==> config.mk <==
export PLATFORM = sky130hd
export DESIGN_NAME = fft_bitrev_reorder
export DESIGN_NICKNAME = d
export VERILOG_FILES = /design/src/rtl/fft_bitrev_reorder.sv
export SDC_FILE = /design/constraint.sdc
export NUM_CORES = 1
export LEC_CHECK = 0
export CORE_MARGIN = 2
export CORE_UTILIZATION = 40
export CTS_CLUSTER_SIZE = 16
export DETAILED_ROUTE_END_ITERATION = 10
export DONT_BUFFER_PORTS = 1
export GPL_ROUTABILITY_DRIVEN = 0
export PLACE_DENSITY = 0.57
export SETUP_SLACK_MARGIN = 0.02
export SLEW_MARGIN = 30
export SYNTH_ARGS = -nofsm -noshare
export SYNTH_HDL_FRONTEND = slang
export SYNTH_SLANG_ARGS = --single-unit
export TNS_END_PERCENT = 1
==> constraint.sdc <==
create_clock -name clk -period 4.5 [get_ports clk]
set_input_delay 0.45 -clock clk [delete_from_list [all_inputs] [get_ports clk]]
set_output_delay 0.45 -clock clk [all_outputs]
set_load 0.02 [all_outputs]
==> src/rtl/fft_bitrev_reorder.sv <==
// Ping-pong frame buffer that turns bit-reversed FFT output into a natural-order valid/ready stream.
// Optional in_last frame-length checking is enabled with `BITREV_FRAME_CHECK_EN.
module fft_bitrev_reorder #(
  parameter int unsigned LOG2N = 4,
  parameter int unsigned DW    = 16
) (
  input  logic             clk,
  input  logic             rst_n,
  input  logic             in_valid,
  output logic             in_ready,
  input  logic [DW-1:0]    in_re,
  input  logic [DW-1:0]    in_im,
  input  logic             in_last,
  output logic             out_valid,
  input  logic             out_ready,
  output logic [DW-1:0]    out_re,
  output logic [DW-1:0]    out_im,
  output logic [LOG2N-1:0] out_index,
  output logic             out_last,
  output logic             frame_err
);

  localparam int unsigned N = 1 << LOG2N;
  localparam logic [LOG2N-1:0] LAST_IDX = LOG2N'(N - 1);

  typedef struct packed {
    logic [DW-1:0] re;
    logic [DW-1:0] im;
  } sample_t;

  sample_t mem [2][N];

  logic [1:0]       full;
  logic [1:0]       full_nxt;
  logic             wb;
  logic             rb;
  logic [LOG2N-1:0] wr_cnt;
  logic [LOG2N-1:0] rd_cnt;
  logic             err_q;

  logic    wr_hs;
  logic    rd_hs;
  logic    wr_end;
  logic    rd_end;
  logic    wr_done;
  logic    rd_done;
  logic    early_last;
  logic    frame_bad;
  sample_t rd_word;

  function automatic logic [LOG2N-1:0] bitrev(input logic [LOG2N-1:0] a);
    logic [LOG2N-1:0] r;
    for (int unsigned i = 0; i < LOG2N; i++) begin
      r[i] = a[LOG2N-1-i];
    end
    return r;
  endfunction

  assign in_ready = !full[wb];
  assign wr_hs    = in_valid && in_ready;
  assign rd_hs    = full[rb] && out_ready;
  assign wr_end   = (wr_cnt == LAST_IDX);
  assign rd_end   = (rd_cnt == LAST_IDX);
  assign wr_done  = wr_hs && wr_end;
  assign rd_done  = rd_hs && rd_end;

`ifdef BITREV_FRAME_CHECK_EN
  // Early in_last drops the partial frame; a missing in_last only flags the error.
  assign early_last = in_last && !wr_end;
  assign frame_bad  = wr_hs && (in_last != wr_end);
`else
  logic unused_in_last;
  assign unused_in_last = in_last;
  assign early_last     = 1'b0;
  assign frame_bad      = 1'b0;
`endif

  // Set and clear always hit different banks when they coincide.
  always_comb begin
    full_nxt = full;
    if (wr_done) full_nxt[wb] = 1'b1;
    if (rd_done) full_nxt[rb] = 1'b0;
  end

  always_ff @(posedge clk or negedge rst_n) begin
    if (!rst_n) begin
      full   <= 2'b00;
      wb     <= 1'b0;
      rb     <= 1'b0;
      wr_cnt <= '0;
      rd_cnt <= '0;
      err_q  <= 1'b0;
    end else begin
      full  <= full_nxt;
      err_q <= err_q | frame_bad;
      if (wr_hs) begin
        if (wr_end || early_last) wr_cnt <= '0;
        else                      wr_cnt <= wr_cnt + LOG2N'(1);
      end
      if (wr_done) wb <= ~wb;
      if (rd_hs) begin
        if (rd_end) rd_cnt <= '0;
        else        rd_cnt <= rd_cnt + LOG2N'(1);
      end
      if (rd_done) rb <= ~rb;
    end
  end

  // Bank storage is intentionally left unreset.
  always_ff @(posedge clk) begin
    if (wr_hs) begin
      mem[wb][bitrev(wr_cnt)] <= '{re: in_re, im: in_im};
    end
  end

  assign rd_word   = mem[rb][rd_cnt];
  assign out_valid = full[rb];
  assign out_re    = full[rb] ? rd_word.re : '0;
  assign out_im    = full[rb] ? rd_word.im : '0;
  assign out_index = rd_cnt;
  assign out_last  = full[rb] && rd_end;
  assign frame_err = err_q;

endmodule

# Word level (Yosys, flattened, before mapping)
# Memory sizes are Yosys's and may differ from the RTL's.
# Cells that the tools add are included.
dict set report op_classes {
  reduce_logical 9
  eq_ne 2
  bitwise 7
  n_lt_le_gt_ge 7
  n_mux 21
  addsub 2
}
# operator count
set op_table {}
lappend op_table {{512-bit 2-to-1 mux} 1}
lappend op_table {{32-bit binary-select mux with 4-bit select} 1}
lappend op_table {{32-bit demux with 4-bit select} 1}
lappend op_table {{32-bit 2-to-1 mux} 3}
lappend op_table {{16-bit 2-to-1 mux} 2}
lappend op_table {{5-bit greater-or-equal comparator (second input constant)} 2}
lappend op_table {{4-bit inverter with 5-bit output} 2}
lappend op_table {{4-bit by 1-bit adder with 4-bit output (second input constant)} 2}
lappend op_table {{4-bit == test (second input constant)} 2}
lappend op_table {{1-bit logical AND} 8}
lappend op_table {{4-bit 2-to-1 mux} 2}
lappend op_table {{1-bit 2-to-1 mux} 7}
lappend op_table {{5-bit by 1-bit < comparator with 1-bit output (second input constant)} 1}
lappend op_table {{1-bit by 2-bit < comparator with 1-bit output (second input constant)} 2}
lappend op_table {{2-bit 2-to-1 mux} 2}
lappend op_table {{2-bit bitwise AND} 1}
lappend op_table {{1-bit demux with 1-bit select} 2}
lappend op_table {{1-bit greater-or-equal comparator (second input constant)} 2}
lappend op_table {{1-bit inverter} 2}
lappend op_table {{2-bit inverter} 1}
lappend op_table {{2-bit OR} 1}
lappend op_table {{1-bit zero test} 1}
dict set report totals {
  word_cells 54
  register_bits 12
  mem_bits_rw 1024
  memories 1
}
# memory depth word_bits read_ports rd_ports_with_merged_regs wr line_no
set mem_list {}
lappend mem_list {mem 2 512 1 0 1 31} ;# sample_t mem [2][N];

# Depth between registers and ports, before layout
dict set report depth {
  word_depth 8
  mapped_depth 8
  ltp_nobuf 5
}

# Worst setup path before layout
# No wires, ideal clock.
dict set report synth_path {
  path_kind {reg2reg}
  from {register wb}
  to {memory mem[0][384] (netlist name), enable pin}
  n_path_buf 1
  arrival_ps 3728
  path_stages_with_launch 6
  setup_slack_ps 311
  cell_sequence {dfrtp_1 mux2i_1 and2_1 clkbuf_1 nand2_1 nor3_1}
}
dict set report synth_via {
  elab_chain_cells 6
}
# item line_no
set synth_lines {}
lappend synth_lines {{from (decl)} 35} ;# logic wb;
lappend synth_lines {{from (signal assigned)} 100} ;# if (wr_done) wb <= ~wb;
lappend synth_lines {{1-bit 2-to-1 mux (implied by the code) (2 in a row)} 59} ;# assign in_ready = !full[wb];
lappend synth_lines {{1-bit zero test} 59}
lappend synth_lines {{via in_ready} 10} ;# output logic in_ready,
lappend synth_lines {{1-bit logical AND} 60} ;# assign wr_hs = in_valid && in_ready;
lappend synth_lines {{1-bit 2-to-1 mux} 111} ;# if (wr_hs) begin
lappend synth_lines {{512-bit 2-to-1 mux (implied by the code)} 112} ;# mem[wb][bitrev(wr_cnt)] <= '{re: in_re, im: in_im};
lappend synth_lines {{to (decl)} 31}
# The timed path passes the listed nets, and every way through them passes these cells. The select of a mux whose other input is x is not followed.

# Worst setup path in the final report
dict set report layout_path {
  from {register rd_cnt[0] (netlist: out_index[0])}
  to {output out_re[6]}
}
dict set report layout_via {
  elab_chain_cells 5
}
# item line_no
set layout_lines {}
lappend layout_lines {{from (decl)} 38} ;# logic [LOG2N-1:0] rd_cnt;
lappend layout_lines {{from (signal assigned)} 103} ;# else rd_cnt <= rd_cnt + LOG2N'(1);
lappend layout_lines {{4-bit inverter with 5-bit output (implied by the code)} 116} ;# assign rd_word = mem[rb][rd_cnt];
lappend layout_lines {{32-bit binary-select mux with 4-bit select} 116}
lappend layout_lines {{32-bit 2-to-1 mux (implied by the code) (2 in a row)} 116}
lappend layout_lines {{16-bit 2-to-1 mux} 118} ;# assign out_re = full[rb] ? rd_word.re : '0;
lappend layout_lines {{to (decl)} 16} ;# output logic [DW-1:0] out_re,
# No other way between the ends. The select of a mux whose other input is x is not followed.

==> results.cfg <==
[routing]
detailroute.via_count = 18900
wire_per_inst_um = 30.2
drtIter0Drc = 2391
post-route-drc-count = 0
wirelength_um = 98200
dr.pass1.iters = 5
ant_nets = 0
route.detailed.vias_per_inst = 5.81

[layout]
fin_nets = 1928
area_delta_synth_final_pct = 14.4
share_of_final_layout_standard_cells_stronger_than_drive_strength_1 = 0.271
fin_area_sq_um = 45600

[floorplan]
core_sq_um = 98600
fp.dieArea_sq_um = 102000
die_w_um = 320
die_extent_in_y_um = 320
floorplan.io_pins = 77
floorplan.initialDensity = 0.404
rows = 115

[synth]
yosys.cell_types.count = 37
post-synth-top-count-cell = sky130_fd_sc_hd__edfxtp_1
synthesis.area_sq_um = 39800
synthDominantAreaCellType = sky130_fd_sc_hd__edfxtp_1
ys_top_cells_by_count = 1024 x sky130_fd_sc_hd__edfxtp_1, 224 x sky130_fd_sc_hd__mux4_2, 130 x sky130_fd_sc_hd__mux2i_1
synth_xor_area_frac = 0.000879
synth.top_cells.by_area = sky130_fd_sc_hd__edfxtp_1 77%, sky130_fd_sc_hd__mux4_2 13%, sky130_fd_sc_hd__mux2i_1 3.3%, sky130_fd_sc_hd__a221o_1 0.80%, sky130_fd_sc_hd__dfrtp_1 0.75%
complex_gate_fraction_of_the_synthesized_area = 0.0308
ys_warn_count = 0
dominant_combinational_cell_family_by_area_after_synthesis = multiplexers
synth_ff_type = sky130_fd_sc_hd__edfxtp_1
synth-edff-count = 1024
synth_top_cell_area_share = 0.772
syn-num-nets = 1806
netlist_instances = 1764
ys_async_sr_fraction = 0.0116
post_synth_fa_ha_maj_area_fraction = 0.00157
ys_ff_latch = 1036
postSynthAreaPerCell_sq_um = 22.6
synth.area.mux_share = 0.159
synth-seq-area-share = 0.779
synth_simple_gate_area_frac = 0.00996

[worst_setup_path]
arrival_ps = 3770
reg2regPathDepth = 6
criticalPathCategory = reg -> out
worst-endpoint-required_ps = 4050
reg2reg_slack_ps = 1150
critPathMaxFanout = 43
cp-end-kind = output pin
rr_startpoint = wb
startpoint_type = register
r2r-end = mem[1][288]

[timing]
fin_crit_sh = 0.938
endpoints_failing_setup = 0
setup-tns-final_ps = 0
worst_skew_ps = 25.5
hold_viol_final = 0
relative_slew_slack = 0.390
tightest_slew_ps = 911
timing_max_transition_violations_final = 0
period_minus_slack_ps = 4220
timing.fmax_ghz = 0.237
rsz_0062_raised_after_global_routing = no

[job]
drv.max_cap_violation_count = 0

[cts]
clock_path_buffers = 3
cts_resized = 0
numCtsBuffers = 102
clkTransAtPathRegs_ps = 60
cts_num_sinks = 1036
cts_root_buf = sky130_fd_sc_hd__clkbuf_16
clock_latency_ps = 670
htreeDepth = 3
tritoncts = yes

[global_route]
grt_antenna_before_repair = 5
via_count_of_the_first_global_routing_pass = 19400
globalRouteTotalUtil = 0.193
grt_remaining_overflow = 0
wire_length_of_the_first_global_routing_pass_um = 141000
grt_max_degree = 77

[hold_path]
timing.hold.worst_endpoint = mem[1][350]
timing.hold.worst.start = in_re[14]
hp-class = in -> reg
hold_path_depth = 1

[place]
dpl_cell_area_sq_um = 42000
place_hpwl_um = 54000
numPortBuffers = 0

[pwr]
cell_pwr_density_nw_per_um2 = 536
ir_drop_v = 0.000316
cellLeakagePower_nw = 13.7

[status]
result_of_the_run = finished, final reports clean
-- area by class of cell --
cell class / instances / area (sq um)
well taps: 1287 / 1610
flip-flops and latches: 1036 / 31100
multi-input cells: 619 / 8350
inverters: 4 / 17.5
clock inverters: 60 / 624
clock buffers: 127 / 2670
diodes: 1 / 2.50
repair buffers: 123 / 1240
fillers: 8007 / 53000
-- cell families (layout without fill, tap and decap cells) --
kind of cell / after synthesis / in the layout
multiplexers: 354 / 354
AO/OA/AOI/OAI: 163 / 163
AND/OR/NAND/NOR: 92 / 92
other: 1 / 2
flip-flops: 1036 / 1036
adder cells (fa/ha/maj): 5 / 5
buffers and inverters: 109 / 314
XOR/XNOR: 4 / 4
-- repair_timing --
item	4_1_cts	5_1_grt
hold endpoints to repair	1038	0
hold buffers	35	0
setup buffers	0	0
endpoints found under the setup margin	0	0
-- per-layer routing --
layer,GRT usage,up-vias,wire length (um)
li1,-,7783,-
met1,0.262,10300,40500
met2,0.319,686,48800
met3,0.0382,139,6730
met4,0.0499,4,2180
met5,0,-,22
-- worst max path at each step --
| stage | startpoint | endpoint | cells after the start |
|---|---|---|---|
| 2_1_floorplan | wb | mem[0][384] | 5 |
| 3_3_place_gp | out_index[0] | out_im[13] | 5 |
| 3_5_place_dp | out_index[0] | out_re[10] | 5 |
| 4_1_cts | out_index[0] | out_re[10] | 5 |
| 5_1_grt | out_index[0] | out_re[4] | 6 |
| 6_report | out_index[0] | out_re[6] | 6 |
-- metrics by stage --
step | worst slack (ps) | cells | util | power [mW] | hold slack, ps
global placement | 887 | 3032 | 0.426 | 16.1 | 157
finish | 278 | 3257 | 0.462 | 24.4 | 85.8
floorplan | 311 | 1764 | - | 14.9 | 154
global route | 57.0 | 3257 | 0.462 | 25.3 | 70.6
detailed placement | 907 | 3034 | 0.426 | 16.1 | 157
CTS | 171 | 3256 | 0.464 | 24.7 | 40.1
-- report_power, final --
group	switching [mW]	internal, mW
Sequential	0.293	11.1
Combinational	2.58	2.01
Clock	3.57	4.84
-- cell usage in the layout (no fill, tap or decap), types with 5 or more instances in the layout --
cell type / synthesis / layout
sky130_fd_sc_hd__edfxtp_1: 1024 / 1024
sky130_fd_sc_hd__mux4_2: 224 / 224
sky130_fd_sc_hd__mux2i_1: 130 / 129
sky130_fd_sc_hd__clkbuf_16: 0 / 103
sky130_fd_sc_hd__buf_4: 21 / 63
sky130_fd_sc_hd__nand2_1: 33 / 33
sky130_fd_sc_hd__a22oi_1: 32 / 32
sky130_fd_sc_hd__a221o_1: 32 / 32
sky130_fd_sc_hd__a31oi_1: 32 / 31
sky130_fd_sc_hd__nor2_4: 0 / 29
sky130_fd_sc_hd__buf_2: 21 / 28
sky130_fd_sc_hd__buf_12: 3 / 27
sky130_fd_sc_hd__o21ai_0: 25 / 25
sky130_fd_sc_hd__a221oi_1: 24 / 24
sky130_fd_sc_hd__clkbuf_1: 39 / 24
sky130_fd_sc_hd__clkinv_1: 1 / 20
sky130_fd_sc_hd__clkinv_2: 0 / 19
sky130_fd_sc_hd__bufinv_16: 0 / 11
sky130_fd_sc_hd__o2111ai_1: 8 / 8
sky130_fd_sc_hd__o21ai_1: 7 / 7
sky130_fd_sc_hd__dfrtp_1: 12 / 7
sky130_fd_sc_hd__nor2_1: 35 / 6
sky130_fd_sc_hd__nand3_1: 6 / 6
sky130_fd_sc_hd__ha_1: 5 / 5
-- flip-flops by register name (all words and copies together) (netlist names) --
signal	cells
full	2
mem	1024
out_index	4
rb	1
wb	1
wr_cnt	4
-- worst max-delay path: stages, from the launching register on --
cell                      delay, ps
sky130_fd_sc_hd__dfrtp_4        990
sky130_fd_sc_hd__buf_4          430
sky130_fd_sc_hd__mux4_2         250
sky130_fd_sc_hd__mux2i_1         70
sky130_fd_sc_hd__a221o_1        410
sky130_fd_sc_hd__a31oi_1        620
sky130_fd_sc_hd__buf_4          270
Power figures use the tool's default switching activity.
